==> config.mk <==
export PLATFORM = sky130hd
export DESIGN_NAME = avr_data_arbiter
export DESIGN_NICKNAME = d
export VERILOG_FILES = /design/src/rtl/avr_data_arbiter.sv
export SDC_FILE = /design/constraint.sdc
export NUM_CORES = 1
export LEC_CHECK = 0
export ABC_CLOCK_PERIOD_IN_PS = 2100
export BUFFER_PORTS_ARGS = -buffer_cell sky130_fd_sc_hd__buf_2
export CAP_MARGIN = 5
export CORE_UTILIZATION = 24
export CTS_CLUSTER_DIAMETER = 80
export DETAILED_ROUTE_END_ITERATION = 6
export HOLD_SLACK_MARGIN = 0.05
export PLACE_DENSITY = 0.81
export SLEW_MARGIN = 20
export SYNTH_ARGS = -nofsm -noshare
export SYNTH_HDL_FRONTEND = slang
export SYNTH_SLANG_ARGS = --single-unit
==> constraint.sdc <==
create_clock -name clk -period 2.1 [get_ports clk]
set_input_delay 0.63 -clock clk [delete_from_list [all_inputs] [get_ports clk]]
set_output_delay 0.63 -clock clk [all_outputs]
set_load 0.005 [all_outputs]
==> src/rtl/avr_data_arbiter.sv <==
// Shares the single-port data RAM between the AVR CPU data port (fixed priority) and a secondary master.
// Define AVR_ARB_STALL_EN to enable the starvation guard that stalls the CPU for one cycle.
module avr_data_arbiter #(
  parameter int ADDR_W       = 16,
  parameter int STARVE_LIMIT = 8
) (
  input  logic              clk,
  input  logic              reset,
  input  logic [ADDR_W-1:0] cpu_addr,
  input  logic              cpu_wen,
  input  logic              cpu_ren,
  input  logic [7:0]        cpu_wdata,
  output logic [7:0]        cpu_rdata,
  output logic              cpu_stall,
  input  logic              dma_req,
  input  logic              dma_we,
  input  logic [ADDR_W-1:0] dma_addr,
  input  logic [7:0]        dma_wdata,
  output logic              dma_ack,
  output logic              dma_rvalid,
  output logic [7:0]        dma_rdata,
  output logic [ADDR_W-1:0] mem_addr,
  output logic              mem_wen,
  output logic              mem_ren,
  output logic [7:0]        mem_wdata,
  input  logic [7:0]        mem_rdata
);

`ifdef AVR_ARB_STALL_EN
  typedef enum logic [1:0] {IDLE, RD_DATA, STALL} state_t;
`else
  typedef enum logic [1:0] {IDLE, RD_DATA} state_t;
`endif

  state_t state;
  logic   cpu_own;
  logic   dma_own;
  logic   stall_now;

`ifdef AVR_ARB_STALL_EN
  assign stall_now = (state == STALL);
`else
  assign stall_now = 1'b0;
`endif

  // Grant is purely combinational and gated by reset so nothing reaches the RAM while held in reset.
  assign cpu_own = reset & (cpu_wen | cpu_ren) & ~stall_now;
  assign dma_own = reset & dma_req & ~cpu_own;

  assign mem_addr   = dma_own ? dma_addr  : cpu_addr;
  assign mem_wdata  = dma_own ? dma_wdata : cpu_wdata;
  assign mem_wen    = cpu_own ? cpu_wen : (dma_own & dma_we);
  assign mem_ren    = cpu_own ? cpu_ren : (dma_own & ~dma_we);
  assign dma_ack    = dma_own;
  assign cpu_stall  = stall_now;
  assign dma_rvalid = (state == RD_DATA);
  assign dma_rdata  = mem_rdata;
  assign cpu_rdata  = mem_rdata;

`ifdef AVR_ARB_STALL_EN
  localparam int CNT_W = $clog2(STARVE_LIMIT + 1);

  logic [CNT_W-1:0] starve_cnt;
  logic [CNT_W-1:0] starve_nxt;

  always_comb begin
    starve_nxt = '0;
    if (dma_req && !dma_own)
      starve_nxt = (starve_cnt == CNT_W'(STARVE_LIMIT)) ? starve_cnt : starve_cnt + 1'b1;
  end

  // Reaching the limit implies the DMA was denied, so STALL never collides with a pending read return.
  always_ff @(posedge clk or negedge reset) begin
    if (!reset) begin
      state      <= IDLE;
      starve_cnt <= '0;
    end else begin
      starve_cnt <= starve_nxt;
      if (starve_nxt == CNT_W'(STARVE_LIMIT))
        state <= STALL;
      else if (dma_own && !dma_we)
        state <= RD_DATA;
      else
        state <= IDLE;
    end
  end
`else
  logic unused_cfg;
  assign unused_cfg = (STARVE_LIMIT > 0);

  always_ff @(posedge clk or negedge reset) begin
    if (!reset)
      state <= IDLE;
    else if (dma_own && !dma_we)
      state <= RD_DATA;
    else
      state <= IDLE;
  end
`endif

endmodule

=== After elaboration in Yosys (flattened, before gate mapping) ===
Cells that the tools add are included.

* Equality and inequality tests: 1
* Multiplexer cells: 5
* Bitwise gates (word level): 8
* Reduce and logical (&&, ||, !) cells: 2

{| class="wikitable"
|+ Operators with widths
! operator !! number
|-
| $mux 16 || 1
|-
| $mux 8 || 1
|-
| $and 1x1->1 || 5
|-
| $mux 1 || 3
|-
| $not 1->1 || 2
|-
| $eq 1x1->1 const B || 1
|-
| $logic_and 1x1->1 || 1
|-
| $logic_not 1->1 || 1
|-
| $or 1x1->1 || 1
|}

* Bits in registers: 1
* Bits of input ports: 62
* Logic and storage cells: 17

=== Logic depth before layout (Yosys ltp) ===
Gate-level depths: netlist of the first run.

* Depth after elaboration: 6
* Depth in mapped cells: 4
* Gate-level depth less buffers: 2

=== Worst setup path before layout of the first run ===
OpenSTA, ideal clock, no wires.

* Path kind: input port to output port
* From: input port cpu_wen
* To: output port mem_addr[10]
* Data arrival time: 1.507 ns
* Required time: 1.470 ns
* Path slack: -0.037 ns
* Cell stages on the path: 4
* Buffers on the path: 2
* Path through: nor4bb_4 buf_6 buf_12 mux2_4

* Word-level cells in the longest chain between the ends: 5

{| class="wikitable"
|+ Ends and longest elaborated chain
! element !! RTL line !! text
|-
| from (decl) || 10 || <nowiki>input logic cpu_wen,</nowiki>
|-
| $or 1x1->1 || 47 || <nowiki>assign cpu_own = reset & (cpu_wen | cpu_ren) & ~stall_now;</nowiki>
|-
| $and 1x1->1 || 47 ||
|-
| $not 1->1 || 48 || <nowiki>assign dma_own = reset & dma_req & ~cpu_own;</nowiki>
|-
| $and 1x1->1 || 48 ||
|-
| $mux 16 || 50 || <nowiki>assign mem_addr = dma_own ? dma_addr : cpu_addr;</nowiki>
|-
| to (decl) || 22 || <nowiki>output logic [ADDR_W-1:0] mem_addr,</nowiki>
|}

Every way passes these cells.

=== Worst setup path in the final report of the first run ===
* From: input port cpu_ren
* To: output port mem_wdata[3]

* Word-level cells in the longest chain between the ends: 5

{| class="wikitable"
|+ Ends and longest elaborated chain
! element !! RTL line !! text
|-
| from (decl) || 11 || <nowiki>input logic cpu_ren,</nowiki>
|-
| $or 1x1->1 || 47 ||
|-
| $and 1x1->1 || 47 ||
|-
| $not 1->1 || 48 ||
|-
| $and 1x1->1 || 48 ||
|-
| $mux 8 || 51 || <nowiki>assign mem_wdata = dma_own ? dma_wdata : cpu_wdata;</nowiki>
|-
| to (decl) || 25 || <nowiki>output logic [7:0] mem_wdata,</nowiki>
|}

Every way passes these cells.

==> results of run 1 <==
-- cell type report --
class                   count  area, µm²
fillers                   230       1220
repair buffers             89        606
multi-input cells          31        429
well taps                  28       35.0
flip-flops and latches      1       25.0
-- stage by stage --
stage | total power, mW | instances | TNS, ps | hold WS (ps)
4_1_cts | 0.207 | 149 | -6650 | 538
6_report | 0.211 | 149 | -6580 | 533
5_1_grt | 0.226 | 149 | -7970 | 540
3_5_place_dp | 0.174 | 147 | -7840 | 538
3_3_place_gp | 0.171 | 147 | -7370 | 535
2_1_floorplan | 0.114 | 52 | -698 | 334
-- repair_timing --
item | in CTS | in global routing
pin swaps | 1 | 0
setup endpoints to repair | 25 | 25
cloned | 1 | 0
buffers inserted | 1 | 0
resized for setup | 28 | 4
-- power groups by stage --
stage | combinational (mW) | clock [mW] | sequential [mW]
2_1_floorplan | 0.0939 | 0 | 0.0201
3_3_place_gp | 0.151 | 0 | 0.0200
3_5_place_dp | 0.154 | 0 | 0.0200
4_1_cts | 0.187 | 0 | 0.0200
5_1_grt | 0.206 | 0 | 0.0201
6_report | 0.191 | 0 | 0.0200
-- critical path, cell delays in order --
cell,delay [ps]
buf_8,100
nor4bb_4,250
buf_4,190
buf_8,150
mux2_4,310
buf_6,120
-- worst min-delay path by stage --
stage / startpoint / endpoint / slack, ps
final: reset / state[0] / 530
after global routing: reset / state[0] / 540
after CTS: reset / state[0] / 540
after detailed placement: reset / state[0] / 540
after global placement: reset / state[0] / 540
after floorplan: reset / state[0] / 330
-- layer usage --
layer  GRT usage, %  wire, µm  share of wire, %
met5              0         0                 0
met4          0.877        13              0.75
met3           1.16       189                11
met2           23.6       978                57
met1           10.4       544                32
-- layout by cell type, fill, tap and decap left out --
cell type / synthesis / final
conb_1: 1 / 1
and3b_1: 2 / 2
buf_8: 0 / 2
nor3b_1: 1 / 1
buf_6: 1 / 18
o21a_1: 2 / 2
buf_4: 17 / 5
mux2_4: 19 / 24
dfrtp_1: 1 / 1
buf_2: 0 / 63
buf_12: 2 / 1
nor4bb_4: 1 / 1
-- logic make-up after synthesis --
family | share of synthesized area (%)
other | 0.610
multiplexers | 55.6
AND/OR/NAND/NOR | 8.15
buffers and inverters | 29.1
flip-flops | 4.07
AO/OA/AOI/OAI | 2.44
-- synth_stat cells --
library cell	number
buf_12	2
mux2_2	5
mux2_4	19
dfrtp_1	1
and3b_1	2
o21a_1	2
nor3b_1	1
buf_6	1
conb_1	1
buf_4	17
nor4bb_4	1
==> flow_metrics.tcl, run 1 <==
set metrics [dict create \
    period_needed_ps 2380 \
    final_layout_size_suffix_gt1_share_pct 94.2 \
    status "finished, violations left" \
    grt_pass1_vias 587 \
    reg.largest.list "state: 1 flops" \
    grt_max_degree 11 \
    synthCells 52 \
    ir_drop_mv 0.152 \
    syn_area_um2 614 \
    hold_class "in -> async" \
    overflow 0 \
    netlist_top_cells_area "mux2_4 46%, buf_4 21%, mux2_2 9.2%, buf_12 6.5%, dfrtp_1 4.1%" \
    post-route-util_pct 47.2 \
    violations "negative setup slack" \
    fin_crit_sh_pct 113 \
    syn_to_final_growth_pct 78.2 \
    yosysUniqueCellTypes 11 \
    dp_hpwl_mm 1.46 \
    dr.pass1.iters 2 \
    synth_seq_cells 1 \
    nNetsFinal 185 \
    finalWeightedCongestion 0.713 \
    fmaxAchievable_mhz 420 \
    diodes 0 \
    synth_top_area_share_pct 46.4 \
    ys_seq_area_share_pct 4.07 \
    track_usage_pct 10.7 \
    p_comb_share_pct 90.5 \
    routed_wl_mm 1.73 \
    dieArea_mm2 0.00277 \
    powerDensity_mw_per_mm2 193 \
    clk_pin_slew_ps 0 \
    finalSetupViolCount 24 \
    endpoint_kind "output port" \
    crit_type "in -> out" \
    cts_hold_buf 0 \
    yosys.area.top_type "mux2_4" \
    die_h_um 52.6 \
    crit_required_ps 1470 \
    antenna_left 0 \
    rows 17 \
    crit_path_start "cpu_ren" \
    start_kind "input pin" \
    hold_viol 0 \
    antenna_found_initial 0 \
    top_register "state" \
    drv_cap 0 \
    start_util_pct 26.5 \
    avgSynthCellArea_um2 11.8 \
    grt_pass1_wl_mm 2.27 \
    yosysWarnings 0 \
    crit_end "mem_wdata[3]" \
    route.detailed.drc 0 \
    fin_area_mm2 0.00109 \
    worstPathArrival_ps 1750 \
    worst-path-max-fanout 8 \
    p_clk_share_pct 0 \
    wl_per_cell_um 11.6 \
    post_drt_via_cell_ratio 4.23 \
    p_int_mw 0.157 \
    synth_fp_nets 114 \
    fin_ws_ps -282 \
    power.share.switching_pct 25.9 \
    final_max_slew_viol_count 0 \
    leakage_nw 0.625 \
    vias 631 \
    largest_register_ffs 1 \
    seqPwrFrac_pct 9.5 \
    power_switching_mw 0.0547 \
    die_w_um 52.6 \
    rsz0062_at_grt "true" \
    io_pins 107 \
    drt_first_iter_violations 2 \
    dpl-instance-area_um2 921 \
    core_mm2 0.00232 \
    io_buffer_count 81 \
    place_ws_ps -372 \
]
Power figures use the tool's default switching activity.
==> run 2: changes to the inputs <==
Settings changed: ABC_CLOCK_PERIOD_IN_PS 2100 to 2900, CORE_UTILIZATION 24 to 29, PLACE_DENSITY 0.81 to 0.91.
Clock period 2.1 ns to 2.9 ns, I/O delays scaled along.
==> flow_metrics.tcl, run 2 (synthesized netlist as in run 1, its figures left out) <==
set metrics [dict create \
    worst-path-max-fanout 6 \
    nNetsFinal 186 \
    total_power_mw 0.170 \
    rows 16 \
    io_buffer_count 81 \
    post-place-cells 144 \
    start_util_pct 31.0 \
    dieArea_mm2 0.00231 \
    critPathMostFrequentCell "buf_6" \
    start_kind "input pin" \
    fill_cells 159 \
    track_usage_pct 16.0 \
    diodes 0 \
    final_layout_size_suffix_gt1_share_pct 94.3 \
    power.share.switching_pct 27.4 \
    seqPwrFrac_pct 8.5 \
    fmaxAchievable_mhz 348 \
    crit_type "in -> out" \
    crit_chain "buf_6, nor4bb_4, buf_4, clkbuf_16, mux2_4, buf_6" \
    post-route-util_pct 59.4 \
    endpoint_kind "output port" \
    p_int_mw 0.123 \
    finalSetupViolCount 0 \
    vias 643 \
    syn_to_final_growth_pct 91.6 \
    power_switching_mw 0.0466 \
    ir_drop_mv 0.0987 \
    grt_max_degree 13 \
    drv_cap 0 \
    layout_commonest_cell "buf_2" \
    reg.largest.list "state: 1 flops" \
    cp_num_buf_inv 4 \
    max_stage_delay_ps 310 \
    period_needed_ps 2880 \
    worstPathArrival_ps 2010 \
    dpl-instance-area_um2 917 \
    antenna_left 0 \
    status "completed" \
    crit_slowest_cell "mux2_4" \
    core_mm2 0.00198 \
    rsz0062_at_grt "true" \
    powerDensity_mw_per_mm2 144 \
    top_register "state" \
    fin_cells 149 \
    grt_pass1_wl_mm 2.59 \
    leakage_nw 0.657 \
    io_pins 107 \
    grt_pass1_vias 552 \
    hold_viol 0 \
    wl_per_cell_um 14.9 \
    final_max_slew_viol_count 0 \
    route.detailed.drc 0 \
    final_cell_mix "55 x buf_2, 27 x buf_6, 24 x mux2_4" \
    fin_area_mm2 0.00118 \
    p_comb_share_pct 91.5 \
    fin_crit_sh_pct 99.2 \
    cpLargestDelayFamily "buffers and inverters" \
    crit_required_ps 2030 \
    antenna_found_initial 0 \
    post_drt_via_cell_ratio 4.32 \
    routed_wl_mm 2.22 \
    clk_pin_slew_ps 0 \
    die_w_um 48.0 \
    drt_first_iter_violations 3 \
    p_clk_share_pct 0 \
    die_h_um 48.0 \
    overflow 0 \
    hold_class "in -> async" \
    dr.pass1.iters 2 \
    cts_hold_buf 0 \
    finalWeightedCongestion 0.677 \
    largest_register_ffs 1 \
]
==> run 2: changes by cell type in the layout (fill, tap and decap cells not counted), sizes merged <==
cell	change
clkbuf	+1
==> run 2: layout make-up <==
cell class	count	area, µm²	share of cell area [%]
Timing Repair Buffer	90	689	58.6
Tap cell	27	33.8	2.87
Sequential cell	1	25.0	2.13
Multi-Input combinational cell	31	429	36.5
==> run 2: path summary, 6_finish.rpt <==
kind / start / endpoint / slack, ps / cells after the start
max: cpu_wen / mem_addr[8] / 20 / 6
min: reset / state[0] / 770 / 2
max in group asynchronous: reset / state[0] / 2040 / 2
min in group clk: dma_we / state[0] / 1210 / 3
==> run 2: per-layer routing <==
layer  vias to the layer above  wire length (µm)  GRT usage (%)
met1                       281               714           14.1
li1                        306                 -              -
met3                         4               210           1.89
met2                        52              1270           35.1
met5                         -                 0              0
met4                         0                31           5.56
==> run 2: repair_timing <==
action                     in CTS  in global routing
hold endpoints to repair        0                  0
setup endpoints to repair       6                 24
buffers inserted                1                  1
gates resized for setup        29                  5
gates cloned                    2                  1
pin swaps                       1                  1
==> run 2: through the flow <==
| stage | setup TNS [ps] | setup slack (ps) | hold slack (ps) |
|---|---|---|---|
| floorplan | 0 | 283 | 574 |
| global placement | -12.6 | -2.99 | 759 |
| detailed placement | -181 | -47.7 | 772 |
| CTS | -626 | -34.3 | 772 |
| global route | -318 | -24.6 | 776 |
| finish | 0 | 23.1 | 767 |
==> run 2: power by group through the flow <==
stage	Clock [mW]	Combinational, mW	Sequential (mW)
2_1_floorplan	0	0.0680	0.0145
3_3_place_gp	0	0.108	0.0145
3_5_place_dp	0	0.111	0.0145
4_1_cts	0	0.146	0.0145
5_1_grt	0	0.165	0.0145
6_report	0	0.155	0.0145
